## src/rtl/pipe_ctrl_pkg.sv

```systemverilog
// Shared definitions for the pipeline control block.
//   state_t        : sequencer state encoding (RUN / WAIT)
//   REG_X0         : architectural index of the hard-wired zero register
//   DEFAULT_CNT_W  : default width of the performance counters
package pipe_ctrl_pkg;

    typedef enum logic {
        RUN  = 1'b0,
        WAIT = 1'b1
    } state_t;

    localparam logic [4:0] REG_X0        = 5'd0;
    localparam int         DEFAULT_CNT_W = 32;

endpackage

```

## src/rtl/sat_counter.sv

```systemverilog
// Saturating up-counter with enable.
//   clk   : clock
//   rst   : asynchronous active-high reset, clears the count
//   en    : increment request for this edge
//   count : current value; holds at all-ones instead of wrapping
module sat_counter
    import pipe_ctrl_pkg::*;
#(
    parameter int CNT_W = DEFAULT_CNT_W
) (
    input  logic             clk,
    input  logic             rst,
    input  logic             en,
    output logic [CNT_W-1:0] count
);

    always_ff @(posedge clk or posedge rst) begin
        if (rst) begin
            count <= '0;
        end else if (en && (count != '1)) begin
            count <= count + CNT_W'(1);
        end
    end

endmodule

```

## src/rtl/hazard_sequencer.sv

```systemverilog
// Central pipeline control for the 5-stage RV32I core.
// Turns load-use, taken-branch and data-memory-wait hazards into per-stage
// register enables and flushes, tracks memory freezes, and keeps saturating
// stall/flush performance counters plus a sticky memory-timeout flag.
//   clk, rst           : clock, asynchronous active-high reset
//   id_rs1, id_rs2     : source registers of the instruction in ID
//   ex_rd, ex_mem_read : destination / is-load of the instruction in EX
//   ex_branch_taken    : EX resolved a taken branch or jump
//   mem_req, mem_ready : MEM access issued / completing this cycle
//   pc_en, *_en        : stage register enables
//   *_flush            : load a NOP into the named pipeline register
//   frozen             : sequencer is in WAIT
//   mem_timeout        : sticky, a freeze lasted MAX_WAIT cycles
//   stall_cnt          : cycles with pc_en low (saturating)
//   flush_cnt          : applied taken-branch flushes (saturating)
module hazard_sequencer
    import pipe_ctrl_pkg::*;
#(
    parameter int CNT_W    = DEFAULT_CNT_W,
    parameter int MAX_WAIT = 16
) (
    input  logic             clk,
    input  logic             rst,
    input  logic [4:0]       id_rs1,
    input  logic [4:0]       id_rs2,
    input  logic [4:0]       ex_rd,
    input  logic             ex_mem_read,
    input  logic             ex_branch_taken,
    input  logic             mem_req,
    input  logic             mem_ready,
    output logic             pc_en,
    output logic             if_id_en,
    output logic             id_ex_en,
    output logic             ex_mem_en,
    output logic             if_id_flush,
    output logic             id_ex_flush,
    output logic             mem_wb_flush,
    output logic             frozen,
    output logic             mem_timeout,
    output logic [CNT_W-1:0] stall_cnt,
    output logic [CNT_W-1:0] flush_cnt
);

    localparam int              WC_W     = $clog2(MAX_WAIT + 1);
    localparam logic [WC_W-1:0] WAIT_MAX = WC_W'(MAX_WAIT);

    state_t          state;
    logic [WC_W-1:0] wait_cnt;
    logic [WC_W-1:0] wait_nxt;
    logic            freeze;
    logic            load_use;
    logic            branch_flush;

    assign freeze   = mem_req & ~mem_ready;
    assign load_use = ex_mem_read && (ex_rd != REG_X0) &&
                      ((ex_rd == id_rs1) || (ex_rd == id_rs2));

    // A freeze holds EX, so a branch seen while frozen is retried later
    // rather than counted now.
    assign branch_flush = ~rst & ~freeze & ex_branch_taken;

    // Priority mux: freeze > taken branch > load-use > normal flow.
    always_comb begin
        pc_en        = 1'b1;
        if_id_en     = 1'b1;
        id_ex_en     = 1'b1;
        ex_mem_en    = 1'b1;
        if_id_flush  = 1'b0;
        id_ex_flush  = 1'b0;
        mem_wb_flush = 1'b0;
        if (rst) begin
            pc_en     = 1'b0;
            if_id_en  = 1'b0;
            id_ex_en  = 1'b0;
            ex_mem_en = 1'b0;
        end else if (freeze) begin
            pc_en        = 1'b0;
            if_id_en     = 1'b0;
            id_ex_en     = 1'b0;
            ex_mem_en    = 1'b0;
            mem_wb_flush = 1'b1;
        end else if (ex_branch_taken) begin
            // The ID instruction is squashed, so any load-use on it is moot.
            if_id_flush = 1'b1;
            id_ex_flush = 1'b1;
        end else if (load_use) begin
            pc_en       = 1'b0;
            if_id_en    = 1'b0;
            id_ex_flush = 1'b1;
        end
    end

    always_comb begin
        wait_nxt = '0;
        if (freeze) begin
            wait_nxt = (wait_cnt == WAIT_MAX) ? WAIT_MAX : wait_cnt + WC_W'(1);
        end
    end

    always_ff @(posedge clk or posedge rst) begin
        if (rst) begin
            state       <= RUN;
            wait_cnt    <= '0;
            mem_timeout <= 1'b0;
        end else begin
            case (state)
                RUN:     if (freeze)  state <= WAIT;
                WAIT:    if (!freeze) state <= RUN;
                default: state <= RUN;
            endcase
            wait_cnt <= wait_nxt;
            if (wait_nxt == WAIT_MAX) begin
                mem_timeout <= 1'b1;
            end
        end
    end

    assign frozen = (state == WAIT);

    sat_counter #(.CNT_W(CNT_W)) u_stall_cnt (
        .clk   (clk),
        .rst   (rst),
        .en    (~pc_en & ~rst),
        .count (stall_cnt)
    );

    sat_counter #(.CNT_W(CNT_W)) u_flush_cnt (
        .clk   (clk),
        .rst   (rst),
        .en    (branch_flush),
        .count (flush_cnt)
    );

endmodule

```

## config.mk

```make
export PLATFORM = sky130hd
export DESIGN_NAME = hazard_sequencer
export DESIGN_NICKNAME = d
export VERILOG_FILES = /design/src/rtl/pipe_ctrl_pkg.sv /design/src/rtl/sat_counter.sv /design/src/rtl/hazard_sequencer.sv
export SDC_FILE = /design/constraint.sdc
export NUM_CORES = 1
export LEC_CHECK = 0
export CORE_MARGIN = 3
export CORE_UTILIZATION = 53
export DETAILED_ROUTE_END_ITERATION = 10
export GPL_ROUTABILITY_DRIVEN = 0
export PLACE_DENSITY = 0.84
export SLEW_MARGIN = 20
export SYNTH_ARGS = -nofsm -noshare
export SYNTH_HDL_FRONTEND = slang
export SYNTH_SLANG_ARGS = --single-unit
```

## constraint.sdc

```tcl
create_clock -name clk -period 5.6 [get_ports clk]
set_input_delay 1.12 -clock clk [delete_from_list [all_inputs] [get_ports clk]]
set_output_delay 1.12 -clock clk [all_outputs]
set_load 0.02 [all_outputs]
```

==> results.md <==
* Hold Crit Depth at 2
* Clock transition at path regs at 0.07 ns
* Die Y at 88.5 microns
* WP buf/inv at 2
* Synth Net Count at 379
* Area Growth Syn to Fin at 32.3%
* Ports at 94
* Max-Slew Margin vs Limit at 38.9%
* Top FF cell, synth: dfrtp_1
* Number of global-route vias before repair at 2870
* Die W at 88.5 microns
* DP Wirelength at 6010 microns
* Synthesized flop and latch total at 71
* Crit path required time at 4.48 ns
* Number of synthesized flops with an enable pin at 0
* Final antenna-violating net count at 0
* Ys Warns at 0
* Largest net degree at the start of global routing at 72
* Mapped Area at 3610 sq um
* Synth area leader: dfrtp_1
* CP top delay family: buffers and inverters
* Initial antenna violation count at 0
* Worst-path fanout max at 3
* CP most frequent cell: clkdlybuf4s50_1
* Crit-path slowest cell: clkdlybuf4s50_1
* Worst setup margin at 1.10 ns
* CTS Root Cell: clkbuf_8
* Synth area leaders: dfrtp_1 (49%), xor2_1 (10%), xnor2_1 (7.5%)
* Setup bufs post-CTS at 0
* Lkg Pwr at 2.17 nW
* MaxCap Viol Count at 0
* Clk sinks at 71
* Worst endpoint data arrival time at 3.38 ns
* Post-CTS Hold Buffers at 0
* Die area at 7840 sq um
* Core Area at 6460 sq um
* Minimum clock period at 4.50 ns
* Initial Utilization at 55.9%
* Row count at 29
* Final period utilization at 80.3%
* ANT cells at 0
* Vias at 2918
* Reg2reg start: u_stall_cnt.count[0]
* Clk buf depth at 2
* Hold endpoint: mem_timeout
* Routed vias/inst at 5.44
* Share of layout cells above drive strength 1 at 6.32%
* Initial DRC count at 84
* Worst min path class: reg2reg
* IO buf count at 93
* Status: finished, final reports clean
* Most common cell after layout, fill and taps aside: clkdlybuf4s50_1
* FFs w/ async S/R, synth at 100%
* Synth unique cells at 46
* Stages on worst setup path at 6
* Worst Skew at 0.0118 ns
* Fmax at 222 MHz
* RSZ-0062 raised after global routing: no
* Avg Synthesized Cell Area at 10.2 sq um
* Pre-CTS setup slack at 1.13 ns
* FF-to-FF setup slack at 3.31 ns
* # H-tree levels at 3
* Post-synth top area share at 49.2%
* Hold Startpoint: mem_timeout
* R2r worst-path depth at 7
* Peak VDD IR at 0.194 mV
* Crit path cell chain: clkdlybuf4s50_1, or4_1, o21ai_0, nor2b_1, a21boi_0, clkdlybuf4s50_1
* Setup crit start kind: input port
* Avg WL per Cell at 15.0 microns
* Most frequent cells in the layout: clkdlybuf4s50_1 (93), dfrtp_1 (71), xor2_1 (43), nor2_1 (38), nand2_1 (37)
* Slowest stage delay, CP at 0.66 ns
* Drt total wl at 8040 microns
* Register area share after synthesis at 49.2%
* Endpoints failing setup at 0
* Detailed Routing Iterations Pass 1 at 5
* CP Capture Type: output pin
* Setup TNS at 0 ns
* TritonCTS buffer count at 9
* CP Class: in2out
* Drc violations at 0
* Worst-Margin Slew at 0.910 ns
* PostCTS Resize Cnt at 0
* Power Density at 245 nW/um^2
* Fillers at 488
* Mapped Cells at 354
* CTS tree: done
* First-pass GRT wire length at 13300 microns
* Skew-Pair Late Insertion Delay at 0.34 ns
* Final nets at 480
* Final Max Tran Viols at 0
* Tot GR Track Use at 21.7%
* R2r endpoint: u_stall_cnt.count[21]
* Grt total ovfl at 0
* Fin. Hold Viols at 0
final cells by class:
| cell class | instances | area, sq um | area share, % |
|---|---|---|---|
| Sequential cell | 71 | 1780 | 37.2 |
| Multi-Input combinational cell | 266 | 1750 | 36.7 |
| Timing Repair Buffer | 94 | 938 | 19.6 |
| Clock buffer | 11 | 141 | 2.96 |
| Tap cell | 77 | 96.3 | 2.02 |
| Inverter | 13 | 48.8 | 1.02 |
| Clock inverter | 4 | 22.5 | 0.471 |
per-layer routing:
layer / up-vias / share of wire, % / global-route usage, %
met1: 1392 / 45 / 29.1
met5: - / 0 / 0
li1: 1412 / - / -
met2: 96 / 47 / 34.3
met4: 0 / 2.1 / 9.20
met3: 18 / 5.6 / 4.75
synth_stat cells (3+ instances only):
cell / n
dfrtp_1: 71
xor2_1: 43
nor2_1: 38
nand2_1: 37
xnor2_1: 31
nand3_1: 24
nor3_1: 16
nand4_1: 14
inv_1: 13
and3_1: 8
nor4_1: 5
and4_1: 4
ha_1: 4
and2_1: 3
nor3b_1: 3
cells by family (layout without fill, tap and decap cells):
| logic type | Yosys count | after routing | share of synthesized area [%] |
|---|---|---|---|
| mux | 2 | 2 | 0.624 |
| compound gates | 12 | 12 | 2.11 |
| fa+ha+maj | 4 | 4 | 1.39 |
| buf+inv | 17 | 122 | 2.22 |
| simple gates | 174 | 174 | 26.5 |
| xor+xnor | 74 | 74 | 18.0 |
| flops | 71 | 71 | 49.2 |
how the worst max path moves through the flow:
stage	start	end	slack [ns]
after floorplan	ex_rd[1]	pc_en	1.75
after global placement	ex_rd[1]	if_id_en	1.13
after detailed placement	ex_rd[1]	if_id_en	1.13
after CTS	ex_rd[1]	if_id_en	1.10
after global routing	ex_rd[1]	pc_en	1.0
final	ex_rd[1]	if_id_en	1.10
registers in the layout, indices dropped and copies added (netlist names):
signal and cells:
mem_timeout 1, u_stall_cnt.count 32, frozen 1, wait_cnt 5, u_flush_cnt.count 32
power breakdown:
group	internal, mW	total, mW	switching (mW)
logic	0.108	0.224	0.116
clock network	0.168	0.355	0.186
registers	0.545	0.594	0.0482
total	0.821	1.17	0.350
per-stage QoR:
| step | area, sq um | total power, mW | utilization, % | hold WS, ns | cells |
|---|---|---|---|---|---|
| final | 4780 | 1.17 | 74.0 | 0.465 | 536 |
| after global routing | 4780 | 1.22 | 74.0 | 0.491 | 536 |
| after CTS | 4780 | 1.18 | 74.0 | 0.470 | 536 |
| after detailed placement | 4610 | 0.827 | 71.4 | 0.453 | 521 |
| after global placement | 4610 | 0.823 | 71.4 | 0.455 | 521 |
| after floorplan | 3610 | 0.712 | - | 0.473 | 354 |
worst min-delay path, stage by stage, from the launching register on:
cell and delay, ns:
dfrtp_1 0.34, inv_1 0.04, o31ai_1 0.05
(Power assumes the default switching activity.)
